`config.mk`:
```
export PLATFORM = sky130hd
export DESIGN_NAME = climate_request_scheduler
export DESIGN_NICKNAME = d
export VERILOG_FILES = /design/src/rtl/climate_sched_pkg.sv /design/src/rtl/climate_rr_arbiter.sv /design/src/rtl/climate_request_scheduler.sv
export SDC_FILE = /design/constraint.sdc
export NUM_CORES = 1
export LEC_CHECK = 0
export ABC_AREA = 1
export CORE_AREA = 2 2 162 164
export DETAILED_ROUTE_END_ITERATION = 12
export DIE_AREA = 0 0 164 166
export PLACE_DENSITY = 0.68
export SLEW_MARGIN = 10
export SYNTH_ARGS = -nofsm -noshare
export SYNTH_HDL_FRONTEND = slang
export SYNTH_HIERARCHICAL = 1
export SYNTH_SLANG_ARGS = --single-unit
export TNS_END_PERCENT = 5
```
`constraint.sdc`:
```
create_clock -name i_clk -period 4.7 [get_ports i_clk]
set_clock_uncertainty 0.1 [all_clocks]
set_input_delay 0.705 -clock i_clk [delete_from_list [all_inputs] [get_ports i_clk]]
set_output_delay 0.705 -clock i_clk [all_outputs]
set_load 0.02 [all_outputs]
```
`src/rtl/climate_sched_pkg.sv`:
```
// Shared types and constants for the climate request scheduler.
// Holds the FSM encoding, the pressure acceptance limit and the error sentinel.
package climate_sched_pkg;

    typedef enum logic [1:0] {
        IDLE  = 2'd0,
        ISSUE = 2'd1,
        WAIT  = 2'd2,
        RESP  = 2'd3
    } sched_state_t;

    localparam logic [31:0] PRESSURE_MAX  = 32'd2047;
    localparam logic [31:0] CLIMATE_ERR   = 32'hFFFF_FFFF;
    localparam int          TIMEOUT_CNT_W = 16;

    function automatic logic pressure_in_range(input logic [31:0] press);
        return press <= PRESSURE_MAX;
    endfunction

endpackage

```
`src/rtl/climate_rr_arbiter.sv`:
```
// Combinational round-robin arbiter: picks the first request after i_last_grant.
// Zero latency; no backpressure of its own, the caller decides when a grant is taken.
module climate_rr_arbiter #(
    parameter int NUM_STATIONS = 4,
    parameter int ID_W         = $clog2(NUM_STATIONS)
) (
    input  logic [NUM_STATIONS-1:0] i_req,
    input  logic [ID_W-1:0]         i_last_grant,
    output logic [ID_W-1:0]         o_grant,
    output logic                    o_any_req
);

    logic [ID_W-1:0] w_idx;

    // Scan offsets 1..N so the previous winner is considered last.
    always_comb begin
        o_grant   = '0;
        o_any_req = 1'b0;
        w_idx     = '0;
        for (int i = 1; i <= NUM_STATIONS; i++) begin
            w_idx = ID_W'((int'(i_last_grant) + i) % NUM_STATIONS);
            if (!o_any_req && i_req[w_idx]) begin
                o_any_req = 1'b1;
                o_grant   = w_idx;
            end
        end
    end

endmodule

```
`src/rtl/climate_request_scheduler.sv`:
```
// Shares one predictor core among stations: RR grant, range check, launch, timeout, tagged response.
// Accept->core_start 1 cycle, done->resp_valid 1 cycle, reject->resp_valid 1 cycle; resp held until resp_ready.
module climate_request_scheduler
    import climate_sched_pkg::*;
#(
    parameter int NUM_STATIONS   = 4,
    parameter int TIMEOUT_CYCLES = 1024,
    parameter int ID_W           = $clog2(NUM_STATIONS)
) (
    input  logic                         i_clk,
    input  logic                         i_rst,
    input  logic [NUM_STATIONS-1:0]      i_st_valid,
    output logic [NUM_STATIONS-1:0]      o_st_ready,
    input  logic [NUM_STATIONS*32-1:0]   i_st_temperature,
    input  logic [NUM_STATIONS*32-1:0]   i_st_pressure,
    output logic                         o_core_start,
    output logic signed [31:0]           o_core_temperature,
    output logic [31:0]                  o_core_pressure,
    input  logic [31:0]                  i_core_condition,
    input  logic                         i_core_done,
    output logic                         o_resp_valid,
    input  logic                         i_resp_ready,
    output logic [ID_W-1:0]              o_resp_id,
    output logic [31:0]                  o_resp_condition,
    output logic                         o_resp_error,
    output logic                         o_busy,
    output logic [TIMEOUT_CNT_W-1:0]     o_timeout_count
);

    localparam int WAIT_W = $clog2(TIMEOUT_CYCLES + 1);

    sched_state_t             r_state;
    logic [ID_W-1:0]          r_last_grant;
    logic [ID_W-1:0]          r_id;
    logic signed [31:0]       r_temp;
    logic [31:0]              r_press;
    logic [WAIT_W-1:0]        r_wait_cnt;
    logic                     r_core_start;
    logic                     r_resp_valid;
    logic [31:0]              r_resp_cond;
    logic                     r_resp_err;
    logic [TIMEOUT_CNT_W-1:0] r_timeout_count;

    logic [ID_W-1:0]          w_grant;
    logic                     w_any_req;
    logic                     w_accept;
    logic [31:0]              w_sel_temp;
    logic [31:0]              w_sel_press;
    logic [NUM_STATIONS-1:0]  w_st_ready;

    climate_rr_arbiter #(
        .NUM_STATIONS (NUM_STATIONS),
        .ID_W         (ID_W)
    ) u_arb (
        .i_req        (i_st_valid),
        .i_last_grant (r_last_grant),
        .o_grant      (w_grant),
        .o_any_req    (w_any_req)
    );

    assign w_accept = (r_state == IDLE) && w_any_req;

    always_comb begin
        w_sel_temp  = '0;
        w_sel_press = '0;
        w_st_ready  = '0;
        for (int i = 0; i < NUM_STATIONS; i++) begin
            if (ID_W'(i) == w_grant) begin
                w_sel_temp  = i_st_temperature[i*32 +: 32];
                w_sel_press = i_st_pressure[i*32 +: 32];
            end
        end
        if (w_accept) begin
            w_st_ready[w_grant] = 1'b1;
        end
    end

    always_ff @(posedge i_clk) begin
        if (i_rst) begin
            r_state         <= IDLE;
            r_last_grant    <= ID_W'(NUM_STATIONS - 1);
            r_id            <= '0;
            r_temp          <= '0;
            r_press         <= '0;
            r_wait_cnt      <= '0;
            r_core_start    <= 1'b0;
            r_resp_valid    <= 1'b0;
            r_resp_cond     <= '0;
            r_resp_err      <= 1'b0;
            r_timeout_count <= '0;
        end else begin
            r_core_start <= 1'b0;
            case (r_state)
                IDLE: begin
                    if (w_accept) begin
                        r_id    <= w_grant;
                        r_temp  <= w_sel_temp;
                        r_press <= w_sel_press;
                        if (!pressure_in_range(w_sel_press)) begin
                            r_state      <= RESP;
                            r_resp_valid <= 1'b1;
                            r_resp_err   <= 1'b1;
                            r_resp_cond  <= CLIMATE_ERR;
                        end else begin
                            r_state      <= ISSUE;
                            r_core_start <= 1'b1;
                        end
                    end
                end
                ISSUE: begin
                    r_wait_cnt <= '0;
                    r_state    <= WAIT;
                end
                WAIT: begin
                    // A done on the final wait cycle still counts as success.
                    if (i_core_done) begin
                        r_state      <= RESP;
                        r_resp_valid <= 1'b1;
                        r_resp_err   <= 1'b0;
                        r_resp_cond  <= i_core_condition;
                    end else if (r_wait_cnt == WAIT_W'(TIMEOUT_CYCLES - 1)) begin
                        r_state      <= RESP;
                        r_resp_valid <= 1'b1;
                        r_resp_err   <= 1'b1;
                        r_resp_cond  <= CLIMATE_ERR;
                        if (r_timeout_count != '1) begin
                            r_timeout_count <= r_timeout_count + 1'b1;
                        end
                    end else begin
                        r_wait_cnt <= r_wait_cnt + 1'b1;
                    end
                end
                RESP: begin
                    if (i_resp_ready) begin
                        r_resp_valid <= 1'b0;
                        r_last_grant <= r_id;
                        r_state      <= IDLE;
                    end
                end
                default: r_state <= IDLE;
            endcase
        end
    end

    assign o_st_ready         = w_st_ready;
    assign o_core_start       = r_core_start;
    assign o_core_temperature = r_temp;
    assign o_core_pressure    = r_press;
    assign o_resp_valid       = r_resp_valid;
    assign o_resp_id          = r_id;
    assign o_resp_condition   = r_resp_cond;
    assign o_resp_error       = r_resp_err;
    assign o_busy             = (r_state != IDLE);
    assign o_timeout_count    = r_timeout_count;

endmodule
```
==> results.yml, run 1 <==
sta:
  max_clock_freq_ghz: 0.2287
  setup_viol: 0
  worst_pin_slew_ns: 0.8941
  grt_setup_unrepaired: "false"
  period_share: 0.9305
  final.min_clock_period_ns: 4.373
  drv_slew: 0
  relSlewSlack: 0.4025
  hold_viol_final: 0
  setup_ws_ns: 0.3268
  fin_tns_setup_ns: 0
synthesis:
  synth_cell_types: 47
  yosysTopAreaCell: "dfxtp_1"
  synth_seq_cells: 132
  synthCells: 1139
  syn-num-nets: 1442
  syn_area_per_cell_um2: 6.647
  yosysWarnings: 6
  synth.top_cell.area_share: 0.3490
  ys_seq_area_frac: 0.3490
  synthTopCellsByArea: "dfxtp_1, nand2_1, nor2_1"
  synth_area_um2: 7571
critical_path:
  rrSetupSlack_ns: 0.64
  path_class: "input pin to primary output"
  cp_data_arrival_time_ns: 3.57
  startpoint: "i_st_valid[2]"
  worstSetupEndpoint: "o_st_ready[0]"
  r2r-start: "r_last_grant[0]"
  critPathLaunchType: "input pin"
  r2r-end: "o_resp_condition[9]"
  r2r_cells: 21
  critPathCaptureType: "primary output"
  worstPathRequired_ns: 3.89
  cp_max_fo: 32
pwr:
  p_int_mw: 4.150
  power_frac_comb: 0.574
  sequentialPowerShare: 0.229
  swShare: 0.4439
  power.share.clock: 0.196
  p_per_area_nw_per_um2: 593.5
  ir_drop_mv: 0.2823
  p_leak_nw: 5.123
  switching_power_mw: 3.313
cells_and_area:
  final_common_cell: "clkdlybuf4s50_1"
  syn2layout_area_growth_pct: 66.09
  layout.nets: 1834
  final_cell_mix: "clkdlybuf4s50_1, nand2_1, dfxtp_1, nor2_1, inv_1"
  drive_gt1_frac: 0.09391
die:
  start_util: 0.2956
  dieWidth_um: 164
  die-area_um2: 27220
  core_area_um2: 25620
  die_h_um: 166
  std_cell_rows: 59
  ios: 418
route:
  viasPerCell: 4.723
  vias: 8888
  drcViolationCount: 0
  dr.first_iter.drc_count: 591
  ant_nets: 0
  drt_wl_total_um: 30600
  wl_per_cell_um: 16.26
  firstDrtPassIters: 5
clocking:
  cts_buffers: 17
  holdBufCountCts: 0
  cts-root-buf: "clkbuf_16"
  clock_latency_ns: 0.40
  clock-sinks: 132
  cts_buffer_depth: 2
  h-tree-depth: 4
  clk_pin_slew_worst_paths_ns: 0.06
  cts_tree: "built"
place:
  portBuffers: 417
  place_hpwl_um: 23450
  place.gp.congestion: 0.9094
  place_ws_ns: 0.2282
worst_hold_path:
  hold_class: "flop to flop"
  hold_path_depth: 2
global_route:
  grt_pass1_vias: 8442
  grt_overflow: 0
  grt_usage: 0.2196
  antenna_found_initial: 4
  grt_pass1_wl_um: 46300
  grt_max_degree: 80
run:
  cap_violations: 0
status:
  status: "finished clean"
-- power groups by stage --
| stage | combinational [mW] | clock (mW) | sequential (mW) |
|---|---|---|---|
| finish | 4.29 | 1.46 | 1.71 |
| global route | 4.67 | 1.55 | 1.75 |
| CTS | 4.31 | 1.50 | 1.71 |
| detailed placement | 4.30 | 0 | 1.73 |
| global placement | 4.25 | 0 | 1.72 |
| floorplan | 2.32 | 0 | 2.16 |
-- layout make-up --
type | instances | area, um^2
fillers | 2556 | 13040
repair buffers | 437 | 4319
multi-input cells | 844 | 4165
flip-flops and latches | 132 | 2643
clock buffers | 21 | 470.5
well taps | 335 | 419.2
inverters | 99 | 379.1
clock inverters | 11 | 171.4
diodes | 3 | 7.507
-- metal layers --
metal,GRT usage,part of all wire,vias up
met5,0,0.00042,-
met4,0.07513,0.025,2
met3,0.05270,0.070,40
met2,0.3904,0.51,349
met1,0.2555,0.39,4014
li1,-,-,4483
-- repair_timing --
action	CTS	global route
setup buffers	0	2
setup endpoints to repair	0	1
gates resized for setup	0	0
-- metrics by stage --
step	hold WS (ns)	utilization	instances	power (mW)	cell area, um^2
2_1_floorplan	0.3231	-	1139	4.473	7571
3_3_place_gp	0.3338	0.4650	1845	5.966	11910
3_5_place_dp	0.3484	0.4650	1845	6.023	11910
4_1_cts	0.3609	0.4900	1877	7.521	12550
5_1_grt	0.3798	0.4909	1882	7.976	12570
6_report	0.3501	0.4909	1882	7.463	12570
-- how the worst min path moves through the flow --
stage / end / start / slack [ns]
floorplan: r_wait_cnt[4] / r_wait_cnt[4] / 0.32
global placement: r_wait_cnt[4] / r_wait_cnt[4] / 0.33
detailed placement: r_wait_cnt[4] / r_wait_cnt[4] / 0.35
CTS: r_wait_cnt[4] / r_wait_cnt[4] / 0.36
global route: o_core_temperature[16] / o_core_temperature[16] / 0.38
finish: r_wait_cnt[4] / r_wait_cnt[4] / 0.35
-- Yosys cell counts, drive strengths merged --
cell type  count
a31oi          5
nand3b         1
nor3b          1
clkinv         4
or2           37
a22oi          1
nand2        330
nor2         159
a211oi         1
o22ai         10
o21ai         68
o21a           1
buf           22
a21boi         1
inv           95
dfxtp        132
a221oi        15
clkbuf        42
xor2           6
nand4         33
nand3         61
a22o          14
a21oi         71
ha             7
o211ai         5
and3           1
nor3          16
-- worst max-delay path, cell delays in order --
cell	delay [ns]
clkdlybuf4s50_1	0.48
nand2_1	0.09
nand2_1	0.15
nand2_4	0.08
nand2_4	0.10
nor2_1	0.05
a21oi_1	0.11
nand3_1	0.36
nor2_8	0.57
inv_1	0.12
nor2_1	0.12
clkdlybuf4s50_1	0.62
-- flip-flops by register name (all words and copies together) (netlist names) --
name / count
o_core_pressure: 32
o_core_start: 1
o_core_temperature: 32
o_resp_condition: 32
o_resp_error: 1
o_resp_id: 2
o_resp_valid: 1
o_timeout_count: 16
r_last_grant: 2
r_state: 2
r_wait_cnt: 11
-- cells by family (layout without fill, tap and decap cells) --
logic type      after synthesis  in the layout  synth area share
compound gates              192            192            0.1477
xor+xnor                      6              6          0.006941
fa+ha+maj                     7              7           0.01157
buf+inv                     163            568            0.1011
flops                       132            132            0.3490
other cells                   0              3                 0
simple gates                639            639            0.3836
Note: power is estimated with default switching activity, not from simulation.
==> inputs of run 2 (changes only) <==
--- a/config.mk
+++ b/config.mk
@@ -9,7 +9,8 @@
 export CORE_AREA = 2 2 162 164
 export DETAILED_ROUTE_END_ITERATION = 12
 export DIE_AREA = 0 0 164 166
-export PLACE_DENSITY = 0.68
+export PLACE_DENSITY = 0.62
+export SETUP_SLACK_MARGIN = 0.2
 export SLEW_MARGIN = 10
 export SYNTH_ARGS = -nofsm -noshare
 export SYNTH_HDL_FRONTEND = slang
==> results.yml, run 2 (synthesis gave the netlist of run 1 again) <==
sta:
  relSlewSlack: 0.3977
  worst_pin_slew_ns: 0.9013
  period_share: 0.8852
  hold_viol_final: 0
  setup_viol: 0
  final.min_clock_period_ns: 4.161
  grt_setup_unrepaired: "false"
  max_clock_freq_ghz: 0.2404
  fin_tns_setup_ns: 0
  setup_ws_ns: 0.5395
  drv_slew: 0
pwr:
  p_leak_nw: 5.076
  p_per_area_nw_per_um2: 591.0
  ir_drop_mv: 0.2745
cells_and_area:
  fill_cells: 2594
  syn2layout_area_growth_pct: 65.18
  fin_area_um2: 12510
  multi_input_area_um2: 4165
  drive_gt1_frac: 0.09280
  final_cell_mix: "clkdlybuf4s50_1, nand2_1, dfxtp_1, nor2_1, inv_1"
  ff_latch_area_um2: 2643
  stdcell_count: 1878
  layout.nets: 1831
  utilization: 0.4882
  final_common_cell: "clkdlybuf4s50_1"
clocking:
  cts_tree: "built"
  cts_buffer_depth: 2
  holdBufCountCts: 0
  clk_pin_slew_worst_paths_ns: 0.07
  cts_buffers: 17
  h-tree-depth: 4
  postCtsSetupRepairBufs: 0
  clock-sinks: 132
  clock_latency_ns: 0.42
  cts.repair.resized: 0
  cts-root-buf: "clkbuf_16"
critical_path:
  path_class: "input pin to primary output"
  crit_buf_inv: 4
  max_stage_delay_ns: 0.61
  cp_data_arrival_time_ns: 3.36
  crit_family: "buffers and inverters"
  worstPathRequired_ns: 3.89
  cp_max_fo: 24
  path_depth: 13
  r2r_cells: 21
  r2r-end: "o_resp_condition[31]"
  critPathCaptureType: "primary output"
  rrSetupSlack_ns: 0.87
  slowest_stage: "clkdlybuf4s50_1"
  worstSetupEndpoint: "o_st_ready[2]"
  startpoint: "i_st_valid[0]"
  critPathLaunchType: "input pin"
  r2r-start: "r_last_grant[0]"
  cp_cell_sequence: "clkdlybuf4s50_1 -> nand2_1 -> nand2_1 -> nand2_2 -> nand2_4 -> nor2_1 -> a21oi_1 -> nand3_1 -> buf_4 -> nor2_4 -> clkinvlp_4 -> nor2_1 -> clkdlybuf4s50_1"
route:
  dr.first_iter.drc_count: 561
  drcViolationCount: 0
  vias: 8871
  wl_per_cell_um: 17.01
  drt_wl_total_um: 31950
  ant_nets: 0
  firstDrtPassIters: 5
  viasPerCell: 4.724
die:
  core_area_um2: 25620
  die-area_um2: 27220
  die_h_um: 166
  start_util: 0.2956
  std_cell_rows: 59
  ios: 418
  dieWidth_um: 164
place:
  place_ws_ns: 0.3866
  portBuffers: 417
  placed_cell_area_um2: 11900
  place_hpwl_um: 24470
  place.gp.congestion: 0.8957
  dpl.cell_count: 1844
global_route:
  grt_max_degree: 80
  grt_pass1_wl_um: 48200
  grt_usage: 0.2306
  grt_overflow: 0
  antenna_found_initial: 2
  grt_pass1_vias: 8516
status:
  status: "finished clean"
run:
  cap_violations: 0
worst_hold_path:
  hold_class: "flop to flop"
-- run 2: changes by cell type in the layout (fill, tap and decap cells not counted), moves of 2 or more --
cell        before  now
buf_4           20   17
clkinvlp_4       2    5
inv_6            3    7
inv_8            0    2
clkbuf_8         3    0
bufinv_16        4    2
clkinv_2         2    0
-- run 2: through the flow --
step                      power [mW]  hold slack [ns]
after CTS                      7.439           0.3535
after global placement         6.026           0.3353
after floorplan                4.473           0.3231
final                          7.390           0.3461
after global routing           7.905           0.3805
after detailed placement       6.049           0.3427
-- run 2: layer usage --
| layer | track usage | share of wire |
|---|---|---|
| met1 | 0.2732 | 0.41 |
| met2 | 0.4070 | 0.50 |
| met3 | 0.04870 | 0.063 |
| met4 | 0.08352 | 0.029 |
| met5 | 0 | 0 |
-- run 2: layout make-up --
cell class	instances	area share
Antenna cell	2	0.0004002
Tap cell	335	0.03352
Sequential cell	132	0.2113
Inverter	99	0.03062
Clock buffer	18	0.03432
Clock inverter	14	0.01321
Multi-Input combinational cell	844	0.3331
Timing Repair Buffer	434	0.3436
-- run 2: worst reg2reg max path: cells and delay by family (launching register included) --
| family | cells | cell delay [ns] |
|---|---|---|
| AO/OA/AOI/OAI | 1 | 0.05 |
| AND/OR/NAND/NOR | 16 | 2.39 |
| buffers and inverters | 4 | 0.86 |
| flip-flops | 1 | 0.31 |
-- run 2: report_power, final --
group	switching, mW	internal, mW	leakage (nW)
combinational	2.63	1.68	3.71
clock	0.573	0.799	0.279
sequential	0.200	1.51	1.09
-- run 2: worst min-delay path by stage --
stage | start | to | slack (ns) | cells after the start
floorplan | r_wait_cnt[4] | r_wait_cnt[4] | 0.32 | 2
global placement | r_wait_cnt[4] | r_wait_cnt[4] | 0.34 | 2
detailed placement | r_wait_cnt[4] | r_wait_cnt[4] | 0.34 | 2
CTS | r_wait_cnt[4] | r_wait_cnt[4] | 0.35 | 2
global route | o_core_temperature[4] | o_core_temperature[4] | 0.38 | 2
finish | r_wait_cnt[4] | r_wait_cnt[4] | 0.35 | 2
